--- src/rtl/fft_butterfly_sequencer_if.sv ---
// Handshake and address bundle between the FFT butterfly sequencer and the
// datapath / sample RAM / twiddle ROM it drives.
//   master : the sequencer (takes start/step controls, drives strobes and addresses)
//   slave  : the datapath side (drives start/step controls, consumes strobes and addresses)
interface fft_butterfly_sequencer_if #(
   parameter int LOG2N = 3
);
   logic             start;
   logic             step_mode;
   logic             step;
   logic             busy;
   logic             done;
   logic [LOG2N-1:0] rd_addr_a;
   logic [LOG2N-1:0] rd_addr_b;
   logic [LOG2N-2:0] tw_addr;
   logic             load_W;
   logic             load_B;
   logic             load_A;
   logic [2:0]       op;
   logic             calc_en;
   logic             store_en;
   logic             wr_en;
   logic             wr_sel;
   logic [3:0]       stage;
   logic [LOG2N-2:0] bfly;

   modport master (
      input  start, step_mode, step,
      output busy, done, rd_addr_a, rd_addr_b, tw_addr, load_W, load_B, load_A,
             op, calc_en, store_en, wr_en, wr_sel, stage, bfly
   );

   modport slave (
      output start, step_mode, step,
      input  busy, done, rd_addr_a, rd_addr_b, tw_addr, load_W, load_B, load_A,
             op, calc_en, store_en, wr_en, wr_sel, stage, bfly
   );
endinterface

--- src/rtl/fft_butterfly_sequencer.sv ---
// In-place radix-2 DIT FFT controller for 2**LOG2N complex samples.
// Walks every stage and butterfly, generates sample and twiddle addresses,
// and sequences the butterfly datapath micro-ops, with a single-step mode.
// Ports:
//   clk  - system clock, all state on the rising edge
//   rst  - synchronous active-high reset
//   bus  - master side of fft_butterfly_sequencer_if (start/step controls in,
//          load/calc/store/write strobes, op, addresses, stage/bfly out)
//
// state    | meaning
// ---------+------------------------------------------------------------
// IDLE     | waiting for start
// LD_W     | datapath registers twiddle W
// LD_B     | datapath registers sample B
// CALC     | calc_en for MUL_LAT cycles on the current op
// STORE    | datapath latches the op result
// LD_A     | datapath registers sample A (between op 2 and op 3)
// WR_Y     | write Y back to rd_addr_a
// WR_Z     | write Z back to rd_addr_b; advances bfly/stage
// HOLD     | single-step pause, waiting for step
// DONE     | one-cycle done pulse, then IDLE
module fft_butterfly_sequencer #(
   parameter int LOG2N   = 3,
   parameter int MUL_LAT = 1
) (
   input logic                     clk,
   input logic                     rst,
   fft_butterfly_sequencer_if.master bus
);

   localparam logic [3:0] ST_IDLE  = 4'd0;
   localparam logic [3:0] ST_LD_W  = 4'd1;
   localparam logic [3:0] ST_LD_B  = 4'd2;
   localparam logic [3:0] ST_CALC  = 4'd3;
   localparam logic [3:0] ST_STORE = 4'd4;
   localparam logic [3:0] ST_LD_A  = 4'd5;
   localparam logic [3:0] ST_WR_Y  = 4'd6;
   localparam logic [3:0] ST_WR_Z  = 4'd7;
   localparam logic [3:0] ST_HOLD  = 4'd8;
   localparam logic [3:0] ST_DONE  = 4'd9;

   localparam logic [3:0]       STAGE_LAST = 4'(LOG2N - 1);
   localparam logic [3:0]       CALC_LAST  = 4'(MUL_LAT - 1);
   localparam logic [LOG2N-2:0] K_ONES     = '1;
   localparam logic [LOG2N-2:0] K_ONE      = (LOG2N - 1)'(1);
   localparam logic [LOG2N-1:0] ONE        = LOG2N'(1);

   logic [3:0]       state;
   logic [3:0]       stage_q;
   logic [LOG2N-2:0] bfly_q;
   logic [2:0]       op_q;
   logic [3:0]       calc_cnt;

   always_ff @(posedge clk) begin
      if (rst) begin
         state    <= ST_IDLE;
         stage_q  <= '0;
         bfly_q   <= '0;
         op_q     <= '0;
         calc_cnt <= '0;
      end else begin
         case (state)
            ST_IDLE: begin
               op_q <= '0;
               if (bus.start) state <= ST_LD_W;
            end
            ST_LD_W: state <= ST_LD_B;
            ST_LD_B: begin
               op_q     <= '0;
               calc_cnt <= '0;
               state    <= ST_CALC;
            end
            ST_CALC: begin
               if (calc_cnt == CALC_LAST) state <= ST_STORE;
               else                       calc_cnt <= calc_cnt + 4'd1;
            end
            ST_STORE: begin
               calc_cnt <= '0;
               if (op_q == 3'd5) begin
                  op_q  <= '0;
                  state <= ST_WR_Y;
               end else begin
                  op_q  <= op_q + 3'd1;
                  // A is only needed for the second half of the micro-ops
                  state <= (op_q == 3'd2) ? ST_LD_A : ST_CALC;
               end
            end
            ST_LD_A: state <= ST_CALC;
            ST_WR_Y: state <= ST_WR_Z;
            ST_WR_Z: begin
               if (bfly_q != K_ONES) begin
                  bfly_q <= bfly_q + K_ONE;
                  state  <= bus.step_mode ? ST_HOLD : ST_LD_W;
               end else if (stage_q == STAGE_LAST) begin
                  bfly_q  <= '0;
                  stage_q <= '0;
                  state   <= ST_DONE;
               end else begin
                  bfly_q  <= '0;
                  stage_q <= stage_q + 4'd1;
                  state   <= bus.step_mode ? ST_HOLD : ST_LD_W;
               end
            end
            ST_HOLD: if (bus.step) state <= ST_LD_W;
            ST_DONE: state <= ST_IDLE;
            default: state <= ST_IDLE;
         endcase
      end
   end

   // Address generation from the registered stage/bfly counters.
   // In LOG2N-1 bits, K_ONES << stage becomes zero at the last stage, so
   // lo_mask covers every bit of k there, as the span-1 mask should.
   logic [LOG2N-2:0] lo_mask;
   logic [LOG2N-2:0] lo;
   logic [LOG2N-1:0] span;
   logic [LOG2N-1:0] addr_a;
   logic [LOG2N-1:0] addr_b;
   logic [LOG2N-2:0] tw;
   logic [3:0]       tw_shift;

   always_comb begin
      lo_mask  = ~(K_ONES << stage_q);
      lo       = bfly_q & lo_mask;
      span     = ONE << stage_q;
      addr_a   = (({1'b0, bfly_q} >> stage_q) << (stage_q + 4'd1)) | {1'b0, lo};
      addr_b   = addr_a + span;
      tw_shift = STAGE_LAST - stage_q;
      tw       = lo << tw_shift;
   end

   logic busy_int;
   assign busy_int = (state != ST_IDLE) && (state != ST_DONE);

   assign bus.busy      = busy_int;
   assign bus.done      = (state == ST_DONE);
   // addresses are quiet outside a transform so the idle bus reads all-zero
   assign bus.rd_addr_a = busy_int ? addr_a : '0;
   assign bus.rd_addr_b = busy_int ? addr_b : '0;
   assign bus.tw_addr   = busy_int ? tw : '0;
   assign bus.load_W    = (state == ST_LD_W);
   assign bus.load_B    = (state == ST_LD_B);
   assign bus.load_A    = (state == ST_LD_A);
   assign bus.op        = op_q;
   assign bus.calc_en   = (state == ST_CALC);
   assign bus.store_en  = (state == ST_STORE);
   assign bus.wr_en     = (state == ST_WR_Y) || (state == ST_WR_Z);
   assign bus.wr_sel    = (state == ST_WR_Z);
   assign bus.stage     = stage_q;
   assign bus.bfly      = bfly_q;

endmodule

--- src/flat_wrapper.sv ---
// flat-port wrapper written by rule: the top's interface ports become plain ports
module fft_butterfly_sequencer_flat 
#(
   parameter int LOG2N   = 3,
   parameter int MUL_LAT = 1
)
  (clk, rst, bus_start, bus_step_mode, bus_step, bus_busy, bus_done, bus_rd_addr_a, bus_rd_addr_b, bus_tw_addr, bus_load_W, bus_load_B, bus_load_A, bus_op, bus_calc_en, bus_store_en, bus_wr_en, bus_wr_sel, bus_stage, bus_bfly);
  fft_butterfly_sequencer_if #(.LOG2N(LOG2N)) bus_i ();
  input logic clk;
  input logic rst;
  input wire logic [$bits(bus_i.start)-1:0] bus_start;
  input wire logic [$bits(bus_i.step_mode)-1:0] bus_step_mode;
  input wire logic [$bits(bus_i.step)-1:0] bus_step;
  output wire logic [$bits(bus_i.busy)-1:0] bus_busy;
  output wire logic [$bits(bus_i.done)-1:0] bus_done;
  output wire logic [$bits(bus_i.rd_addr_a)-1:0] bus_rd_addr_a;
  output wire logic [$bits(bus_i.rd_addr_b)-1:0] bus_rd_addr_b;
  output wire logic [$bits(bus_i.tw_addr)-1:0] bus_tw_addr;
  output wire logic [$bits(bus_i.load_W)-1:0] bus_load_W;
  output wire logic [$bits(bus_i.load_B)-1:0] bus_load_B;
  output wire logic [$bits(bus_i.load_A)-1:0] bus_load_A;
  output wire logic [$bits(bus_i.op)-1:0] bus_op;
  output wire logic [$bits(bus_i.calc_en)-1:0] bus_calc_en;
  output wire logic [$bits(bus_i.store_en)-1:0] bus_store_en;
  output wire logic [$bits(bus_i.wr_en)-1:0] bus_wr_en;
  output wire logic [$bits(bus_i.wr_sel)-1:0] bus_wr_sel;
  output wire logic [$bits(bus_i.stage)-1:0] bus_stage;
  output wire logic [$bits(bus_i.bfly)-1:0] bus_bfly;
  assign bus_i.start = bus_start;
  assign bus_i.step_mode = bus_step_mode;
  assign bus_i.step = bus_step;
  assign bus_busy = bus_i.busy;
  assign bus_done = bus_i.done;
  assign bus_rd_addr_a = bus_i.rd_addr_a;
  assign bus_rd_addr_b = bus_i.rd_addr_b;
  assign bus_tw_addr = bus_i.tw_addr;
  assign bus_load_W = bus_i.load_W;
  assign bus_load_B = bus_i.load_B;
  assign bus_load_A = bus_i.load_A;
  assign bus_op = bus_i.op;
  assign bus_calc_en = bus_i.calc_en;
  assign bus_store_en = bus_i.store_en;
  assign bus_wr_en = bus_i.wr_en;
  assign bus_wr_sel = bus_i.wr_sel;
  assign bus_stage = bus_i.stage;
  assign bus_bfly = bus_i.bfly;
  fft_butterfly_sequencer #(.LOG2N(LOG2N), .MUL_LAT(MUL_LAT)) u_core (.clk(clk), .rst(rst), .bus(bus_i));
endmodule
--- config.mk ---
export PLATFORM = sky130hd
export DESIGN_NAME = fft_butterfly_sequencer_flat
export DESIGN_NICKNAME = d
export VERILOG_FILES = /design/src/rtl/fft_butterfly_sequencer_if.sv /design/src/rtl/fft_butterfly_sequencer.sv /design/src/flat_wrapper.sv
export SDC_FILE = /design/constraint.sdc
export NUM_CORES = 1
export LEC_CHECK = 0
export ABC_CLOCK_PERIOD_IN_PS = 2100
export CORE_ASPECT_RATIO = 1.2
export CORE_MARGIN = 2
export CORE_UTILIZATION = 36
export DETAILED_ROUTE_END_ITERATION = 10
export DONT_BUFFER_PORTS = 1
export SETUP_SLACK_MARGIN = 0.15
export SLEW_MARGIN = 0
export SYNTH_ARGS = -nofsm -noshare
export SYNTH_HDL_FRONTEND = slang
export SYNTH_SLANG_ARGS = --single-unit
--- constraint.sdc ---
create_clock -name clk -period 2.1 [get_ports clk]
set_input_delay 0.21 -clock clk [delete_from_list [all_inputs] [get_ports clk]]
set_output_delay 0.21 -clock clk [all_outputs]
set_load 0.02 [all_outputs]
* After elaboration in Yosys (flattened, before gate mapping)
Cells that the tools add are included.
** Storage, ports and cells
- Bits in registers :: 17
** Cells by class
- Add/subtract/negate cells :: 6
- Equality and inequality tests :: 18
- Shift operators :: 5
- Muxes and demuxes :: 18
- Bitwise logic cells :: 4
- Reductions and logical operators :: 13
** Operators with widths (number)
- 4-bit two-way mux :: 9
- 4-bit case mux with 8 select lines :: 1
- 4-bit by 3-bit == test with 1-bit output, second input constant :: 4
- 4-bit by 2-bit == test with 1-bit output, second input constant :: 3
- 3-bit two-way mux :: 4
- 4-bit by 1-bit adder with 4-bit output, second input constant :: 2
- 4-bit == test, second input constant :: 2
- 4-bit logical NOT :: 2
- 2-bit != test, second input constant :: 4
- 4-bit case mux with 2 select lines :: 1
- 3-bit case mux with 2 select lines :: 1
- 2-bit OR reduction :: 3
- 4-bit by 1-bit == test with 1-bit output, second input constant :: 1
- 2-bit two-way mux :: 2
- 4-bit != test, second input constant :: 1
- 2-bit AND reduction :: 2
- 2-bit nonzero test :: 2
- 4-bit nonzero test :: 1
- 1-bit by 4-bit << shifter with 3-bit output, first input constant :: 1
- 2-bit by 4-bit << shifter with 2-bit output :: 1
- 2-bit by 4-bit << shifter with 2-bit output, first input constant :: 1
- 3-bit by 4-bit << shifter with 3-bit output :: 1
- 2-bit by 4-bit right shift with 3-bit output :: 1
- 2-bit by 4-bit subtractor with 4-bit output, first input constant :: 1
- other kinds (13) :: 13

* Logic depth before layout (Yosys ltp)
Gate-level depths: netlist of run 1.
- Word-level depth :: 6
- Depth in mapped cells :: 11
- Mapped depth without buffers :: 10

* Worst setup path after synthesis of run 1
OpenSTA, ideal clock, no wires.
- Path type :: reg2out
- Start point :: register u_core.stage_q[0], in the netlist u_core.bus.stage[0]
- End point :: output bus_rd_addr_b[2]
- Arrival :: 2.386 ns
- Required time :: 1.890 ns
- Setup slack :: -0.496 ns
- Cell stages (with the launch flop) :: 12
- Path through :: dfxtp_1 > buf_6 > inv_1 > ha_1 > a31oi_1 > nor2_1 > ha_1 > inv_1 > fa_1 > xor2_1 > xnor2_1 > nor2_1
** Between the ends
- Word-level cells in the longest chain between the ends :: 6
- Elaborated cells on any way between the ends :: 10
** Ends and longest elaborated chain
- start, declared :: line fft_butterfly_sequencer.sv:49 : logic [3:0] stage_q;
- start signal, assigned :: line fft_butterfly_sequencer.sv:100 : stage_q <= stage_q + 4'd1;
- parallel branches: the longest is 4 deep, another holds 4-bit by 1-bit adder with 4-bit output
- 3-bit adder (*) :: line fft_butterfly_sequencer.sv:127 : addr_b = addr_a + span;
- 3-bit two-way mux (*) :: line fft_butterfly_sequencer.sv:139 : assign bus.rd_addr_b = busy_int ? addr_b : '0;
- end, declared :: line flat_wrapper.sv:17 : output wire logic [$bits(bus_i.rd_addr_b)-1:0] bus_rd_addr_b;
Every way passes the cells marked *.

* Worst setup path in the final report of run 1
- Start point :: register u_core.stage_q[1], in the netlist u_core.bus.stage[1]
- End point :: output bus_rd_addr_b[2]
Same word-level chain as after synthesis.

==> results.txt, run 1 <==
Async set-reset flop share out of synthesis: 0%
Pins Over Slew Limit: 0
DP Wirelength: 2.35 mm
Drt first-iter violations: 37
WL/cell: 14.7 um
Htree depth: 1
Core area: 3310 sq um
Net Count, Synth: 169
First-pass GRT wire length: 5.02 mm
Post-CTS Hold Buffers: 0
Final min period: 2.49 ns
Final Net Count: 190
CP Capture Type: output pin
Final setup violating endpoints: 4
Vias in the first global route: 1134
Non-Filler Instances: 214
Max clock buf depth: 2
I/O Buffers: 0
Synth Instances: 157
Dpl cell area: 1450 sq um
WL final: 3.15 mm
Total track usage: 16.3%
Area of the die: 3940 sq um
Max VDD drop: 0.347 mV
Post-route design area: 1610 sq um
CTS buffer count: 3
RSZ-0062 raised after global routing: true
Yosys reg bits: 17
Rel. slew slack: 57.7%
Initial antenna violation count: 0
Max Fclk: 402 MHz
Vias per cell: 5.65
Largest fanout on the critical path: 6
Final hold viol count: 0
Status: complete, but fails checks
CP startpoint kind: register
Most used DFF post-synth: dfxtp_1
Synth warn: 0
Post-Syn Area: 1240 sq um
Area grow syn2layout: 29.6%
Syn_area_per_cell: 7.91 sq um
Post-DRT Antenna Nets: 0
Post-synth top area cell: dfxtp_1
Failing checks: negative setup slack
Synth cell count leaders: 24 x nor2_1, 17 x dfxtp_1, 12 x nand2_1, 11 x a21oi_1, 7 x inv_1
Max-cap violations: 0
Worst-skew pair later-pin latency: 0.25 ns
GRT Residual Overflow: 0
Synth area leaders: dfxtp_1 27%, nor2_1 7.3%, ha_1 6.0%
Vias: 1209
HP Class: in -> reg
Num Clock Sinks: 17
Sequential area share after synthesis: 27.4%
Crit path DAT: 2.28 ns
Placed insts: 207
Clock skew: 0.00213 ns
Critical Path RT: 1.89 ns
Power Total: 0.786 mW
Worst slew pin tran: 0.629 ns
Post-synth EDFFs: 0
Diode count: 0
Clock-pin slew on the worst setup and hold paths: 0.06 ns
Final WS setup: -0.386 ns
Post-synth top area share: 27.4%
Die Span Y: 68.3 um
Period utilization: 118%
Most frequent cell after synthesis: nor2_1
Die X: 57.6 um
Clk root buf: clkbuf_8
Crit Path Class: reg -> out
DRC errors left: 0
CTS tree: done
Num ports: 31
Std-Cell Rows: 23
Lkg Pwr: 0.606 nW
Initial core utilization: 37.5%
Unique cell type count in the Yosys netlist: 49
Iteration count of the initial detailed-routing pass: 4
Layout cell share with drive strength beyond 1: 32.2%
Util after Layout: 48.6%
Final GP Congestion: 0.802
Power Density: 488 nW/um^2
Largest net degree at the start of global routing: 14
==> cell type report <==
cell class / instances / area, sq um
clock buffers: 4 / 45.0
fillers: 325 / 1700
inverters: 8 / 35.0
multi-input cells: 123 / 933
flip-flops and latches: 17 / 350
well taps: 37 / 46.3
repair buffers: 25 / 199
==> power by group <==
part | leakage [nW] | total, mW | internal, mW | switching (mW)
Clock | 0.0228 | 0.244 | 0.135 | 0.110
Sequential | 0.140 | 0.348 | 0.329 | 0.0191
Combinational | 0.443 | 0.194 | 0.0775 | 0.116
==> worst max-delay path: stages, from the launching register on <==
cell and delay, ns:
dfxtp_4 0.38, ha_4 0.18, nor4_4 0.16, a31oi_2 0.13
nor2_1 0.11, ha_1 0.15, inv_1 0.05, fa_2 0.33
xor2_1 0.17, xnor2_1 0.17, nor2_2 0.21
==> cell families after synthesis <==
logic type | after synthesis | synth area share (%)
simple gates | 79 | 34.8
compound gates | 26 | 14.6
buf+inv | 17 | 7.56
flops | 17 | 27.4
xor+xnor | 9 | 6.35
fa+ha+maj | 7 | 7.66
mux | 2 | 1.61
==> worst paths after layout <==
| path | slack (ns) | cells past startpoint | to | from |
|---|---|---|---|---|
| max | -0.39 | 10 | bus_rd_addr_b[2] | u_core.bus.stage[1]$_SDFFE_PP0P_ |
| min | 0.01 | 1 | u_core.bus.stage[1]$_SDFFE_PP0P_ | rst |
| max reg2reg | 0.39 | 6 | u_core.bus.stage[1]$_SDFFE_PP0P_ | u_core.state[1]$_SDFFE_PP0P_ |
| min reg2reg | 0.54 | 2 | u_core.calc_cnt[3]$_SDFFE_PP0P_ | u_core.calc_cnt[3]$_SDFFE_PP0P_ |
==> routing by layer <==
metal	GRT usage, %	up-vias	routed length, um
met2	30.3	47	1570
met4	9.01	0	63
met5	0	-	0
met1	17.3	571	1310
met3	3.21	6	199
li1	-	585	-
==> stage by stage <==
stage / hold WS (ns) / worst slack, ns / TNS [ns]
after CTS: 0.00905 / -0.384 / -0.796
after global placement: 0.274 / -0.164 / -0.164
after global routing: 0.00517 / -0.556 / -1.38
after floorplan: 0.283 / -0.207 / -0.220
after detailed placement: 0.278 / -0.183 / -0.218
final: 0.0147 / -0.386 / -1.00
==> flip-flops by register name, indices dropped and copies added, names as in the netlist <==
name              flops
u_core.bus.stage      4
u_core.bus.op         3
u_core.state          4
u_core.calc_cnt       4
u_core.bus.bfly       2
==> what timing repair did <==
item                                    in CTS  in global routing
cloned                                       0                  0
pin swaps                                    9                  3
endpoints found under the setup margin       5                  9
gates resized for setup                     11                  6
setup buffers                                2                  1
==> cells in the final DEF (no fill, tap or decap), types with 2 or more instances in the layout <==
cell type	netlist	layout
a211o_1	3	2
a21oi_1	11	11
and3_1	3	2
buf_4	2	22
buf_6	2	3
clkbuf_8	0	3
dfxtp_1	17	13
dfxtp_2	0	2
dfxtp_4	0	2
ha_1	6	4
ha_4	0	2
inv_1	7	6
mux2i_1	2	2
nand2_1	12	12
nand2b_1	6	6
nand3_1	6	6
nor2_1	24	20
nor2_4	0	3
nor2b_1	3	2
nor3_1	5	5
nor4b_1	2	2
or3_1	4	3
xnor2_1	4	4
xor2_1	5	5
(Power assumes the default switching activity.)
==> run 2: changes to the inputs <==
--- a/config.mk
+++ b/config.mk
@@ -5,7 +5,7 @@
 export SDC_FILE = /design/constraint.sdc
 export NUM_CORES = 1
 export LEC_CHECK = 0
-export ABC_CLOCK_PERIOD_IN_PS = 2100
+export ABC_CLOCK_PERIOD_IN_PS = 2600
 export CORE_ASPECT_RATIO = 1.2
 export CORE_MARGIN = 2
 export CORE_UTILIZATION = 36
==> constraint.sdc (replaced) <==
create_clock -name clk -period 2.6 [get_ports clk]
set_input_delay 0.26 -clock clk [delete_from_list [all_inputs] [get_ports clk]]
set_output_delay 0.26 -clock clk [all_outputs]
set_load 0.02 [all_outputs]
==> results.txt, run 2 (synthesis gave the netlist of run 1 again) <==
Most frequent cells in the layout: 20 x nor2_1, 15 x buf_4, 15 x dfxtp_1, 12 x nand2_1, 11 x a21oi_1
Hold WS: 0.0636 ns (+0.0489 ns)
Largest fanout on the critical path: 4 (-2)
CP max-delay cell: dfxtp_4
Worst slew pin tran: 0.666 ns (+0.0367 ns)
WL final: 3.12 mm (-0.79%)
Initial antenna violation count: 0 (unchanged)
Crit path DAT: 2.43 ns (+0.15 ns)
Clock-pin slew on the worst setup and hold paths: 0.06 ns (about the same)
Setup TNS: -0.0891 ns (+0.914 ns)
RSZ-0062 raised after global routing: true
Area grow syn2layout: 21.6%
Hold Crit Depth: 1 (unchanged)
Max VDD drop: 0.289 mV (-17%)
Worst-skew pair later-pin latency: 0.25 ns (about the same)
CTS tree: done
Crit Path Class: reg -> out
Power Density: 402 nW/um^2 (-18%)
Commonest non-fill, non-tap cell in the layout: nor2_1
Pins Over Slew Limit: 0 (unchanged)
GRT Residual Overflow: 0 (unchanged)
Std-Cell Rows: 23 (unchanged)
Num ports: 31 (unchanged)
Final hold viol count: 0 (unchanged)
Delay-heaviest family, CP: simple AND/OR/NAND/NOR gates
DRC errors left: 0 (unchanged)
Max clock buf depth: 2 (unchanged)
Critical-path cell list: buf_6 > nor4_4 > a31oi_2 > nor2_1 > ha_2 > inv_2 > fa_2 > xor2_2 > xnor2_2 > nor2_4
Final Net Count: 181 (-4.7%)
Critical Path RT: 2.34 ns (+0.45 ns)
Hold Path End: u_core.bus.stage[0]$_SDFFE_PP0P_
CTS buffer count: 3 (unchanged)
Htree depth: 1 (unchanged)
Post-DRT Antenna Nets: 0 (unchanged)
Worst r2r path cells: 4 (-2)
Num Clock Sinks: 17 (unchanged)
Failing checks: negative setup slack
Largest net degree at the start of global routing: 15 (+1)
Clk root buf: clkbuf_8
I/O Buffers: 0 (unchanged)
Core area: 3310 sq um (unchanged)
Reg2reg start: u_core.state[0]$_SDFFE_PP0P_
Worst r2r dst: u_core.state[0]$_SDFFE_PP0P_
Final GP Congestion: 0.833 (+3.9%)
Die Span Y: 68.3 um (unchanged)
Final setup violating endpoints: 1 (-3)
Lkg Pwr: 0.547 nW (-9.8%)
Iteration count of the initial detailed-routing pass: 4 (unchanged)
Area of the die: 3940 sq um (unchanged)
CP startpoint kind: register
Vias in the first global route: 1132 (-0.18%)
Rel. slew slack: 55.3% (-2.5 points)
Hold Crit Start: rst
Max Fclk: 372 MHz
Die X: 57.6 um (unchanged)
HP Class: in -> reg
Filler cells: 311 (-4.3%)
Power Total: 0.606 mW (-23%)
CP peak stage delay: 0.36 ns (-0.02 ns)
Period utilization: 103%
Diode count: 0 (unchanged)
DP Wirelength: 2.32 mm (-1.1%)
Total track usage: 16.7% (+0.32 points)
WL/cell: 15.2 um (+3.6%)
Final WS setup: -0.0891 ns (+0.297 ns)
Vias: 1152 (-4.7%)
First-pass GRT wire length: 5.02 mm (-0.14%)
Clock skew: 0.00283 ns (+0.000702 ns)
Status: complete, but fails checks
Initial core utilization: 37.5% (unchanged)
Flop-to-flop setup slack: 0.68 ns (+0.29 ns)
Buffers and inverters on the worst path: 2 (+1)
CP Capture Type: output pin
Layout cell share with drive strength beyond 1: 26.2% (-6.0 points)
Max-cap violations: 0 (unchanged)
Vias per cell: 5.62 (-0.53%)
Drt first-iter violations: 48 (+30%)
Final min period: 2.69 ns
==> run 2: changes by cell type in the layout (fill, tap and decap cells not counted), sizes merged <==
cell | before | now
buf | 25 | 16
==> run 2: layer usage <==
metal	vias up	part of all wire (%)	GRT usage (%)
met4	0	2.3	10.8
met3	7	6.5	4.54
met1	545	38	16.0
met5	-	0	0
li1	565	-	-
met2	35	53	31.1
==> run 2: how the worst max path moves through the flow <==
stage	from	end	slack, ns	cells after the start
after detailed placement	u_core.bus.stage[1]$_SDFFE_PP0P_	bus_rd_addr_b[2]	0.12	10
after CTS	u_core.bus.stage[0]$_SDFFE_PP0P_	bus_rd_addr_b[2]	-0.10	10
final	u_core.bus.stage[1]$_SDFFE_PP0P_	bus_rd_addr_b[2]	-0.09	10
after floorplan	u_core.bus.stage[2]$_SDFFE_PP0P_	bus_rd_addr_b[2]	0.15	10
after global placement	u_core.bus.stage[1]$_SDFFE_PP0P_	bus_rd_addr_b[2]	0.20	10
after global routing	u_core.bus.stage[1]$_SDFFE_PP0P_	bus_rd_addr_b[2]	-0.16	10
==> run 2: layout make-up <==
cell class              count  area [sq um]  share of cell area [%]
multi-input cells         123           911                    60.4
flip-flops and latches     17           348                    23.1
inverters                   8          35.0                    2.32
repair buffers             16           124                    8.21
well taps                  37          46.3                    3.07
clock buffers               4          45.0                    2.99
==> run 2: through the flow <==
step / util (%) / worst slack [ns] / area [sq um] / std cells
finish: 45.6 / -0.0891 / 1510 / 205
global route: 45.6 / -0.163 / 1510 / 205
CTS: 43.7 / -0.104 / 1450 / 203
detailed placement: 39.7 / 0.122 / 1320 / 192
global placement: 39.7 / 0.200 / 1320 / 192
floorplan: - / 0.155 / 1280 / 157
==> run 2: report_power, final <==
group          switching, mW  internal, mW
Clock                 0.0873         0.109
Sequential            0.0230         0.265
Combinational         0.0809        0.0409
==> run 2: timing repair <==
item,4_1_cts,5_1_grt
endpoints found under the hold margin,0,0
setup endpoints to repair,2,4
gates resized for setup,7,10
buffers inserted,7,2
pin swaps,5,7
hold buffers,0,0
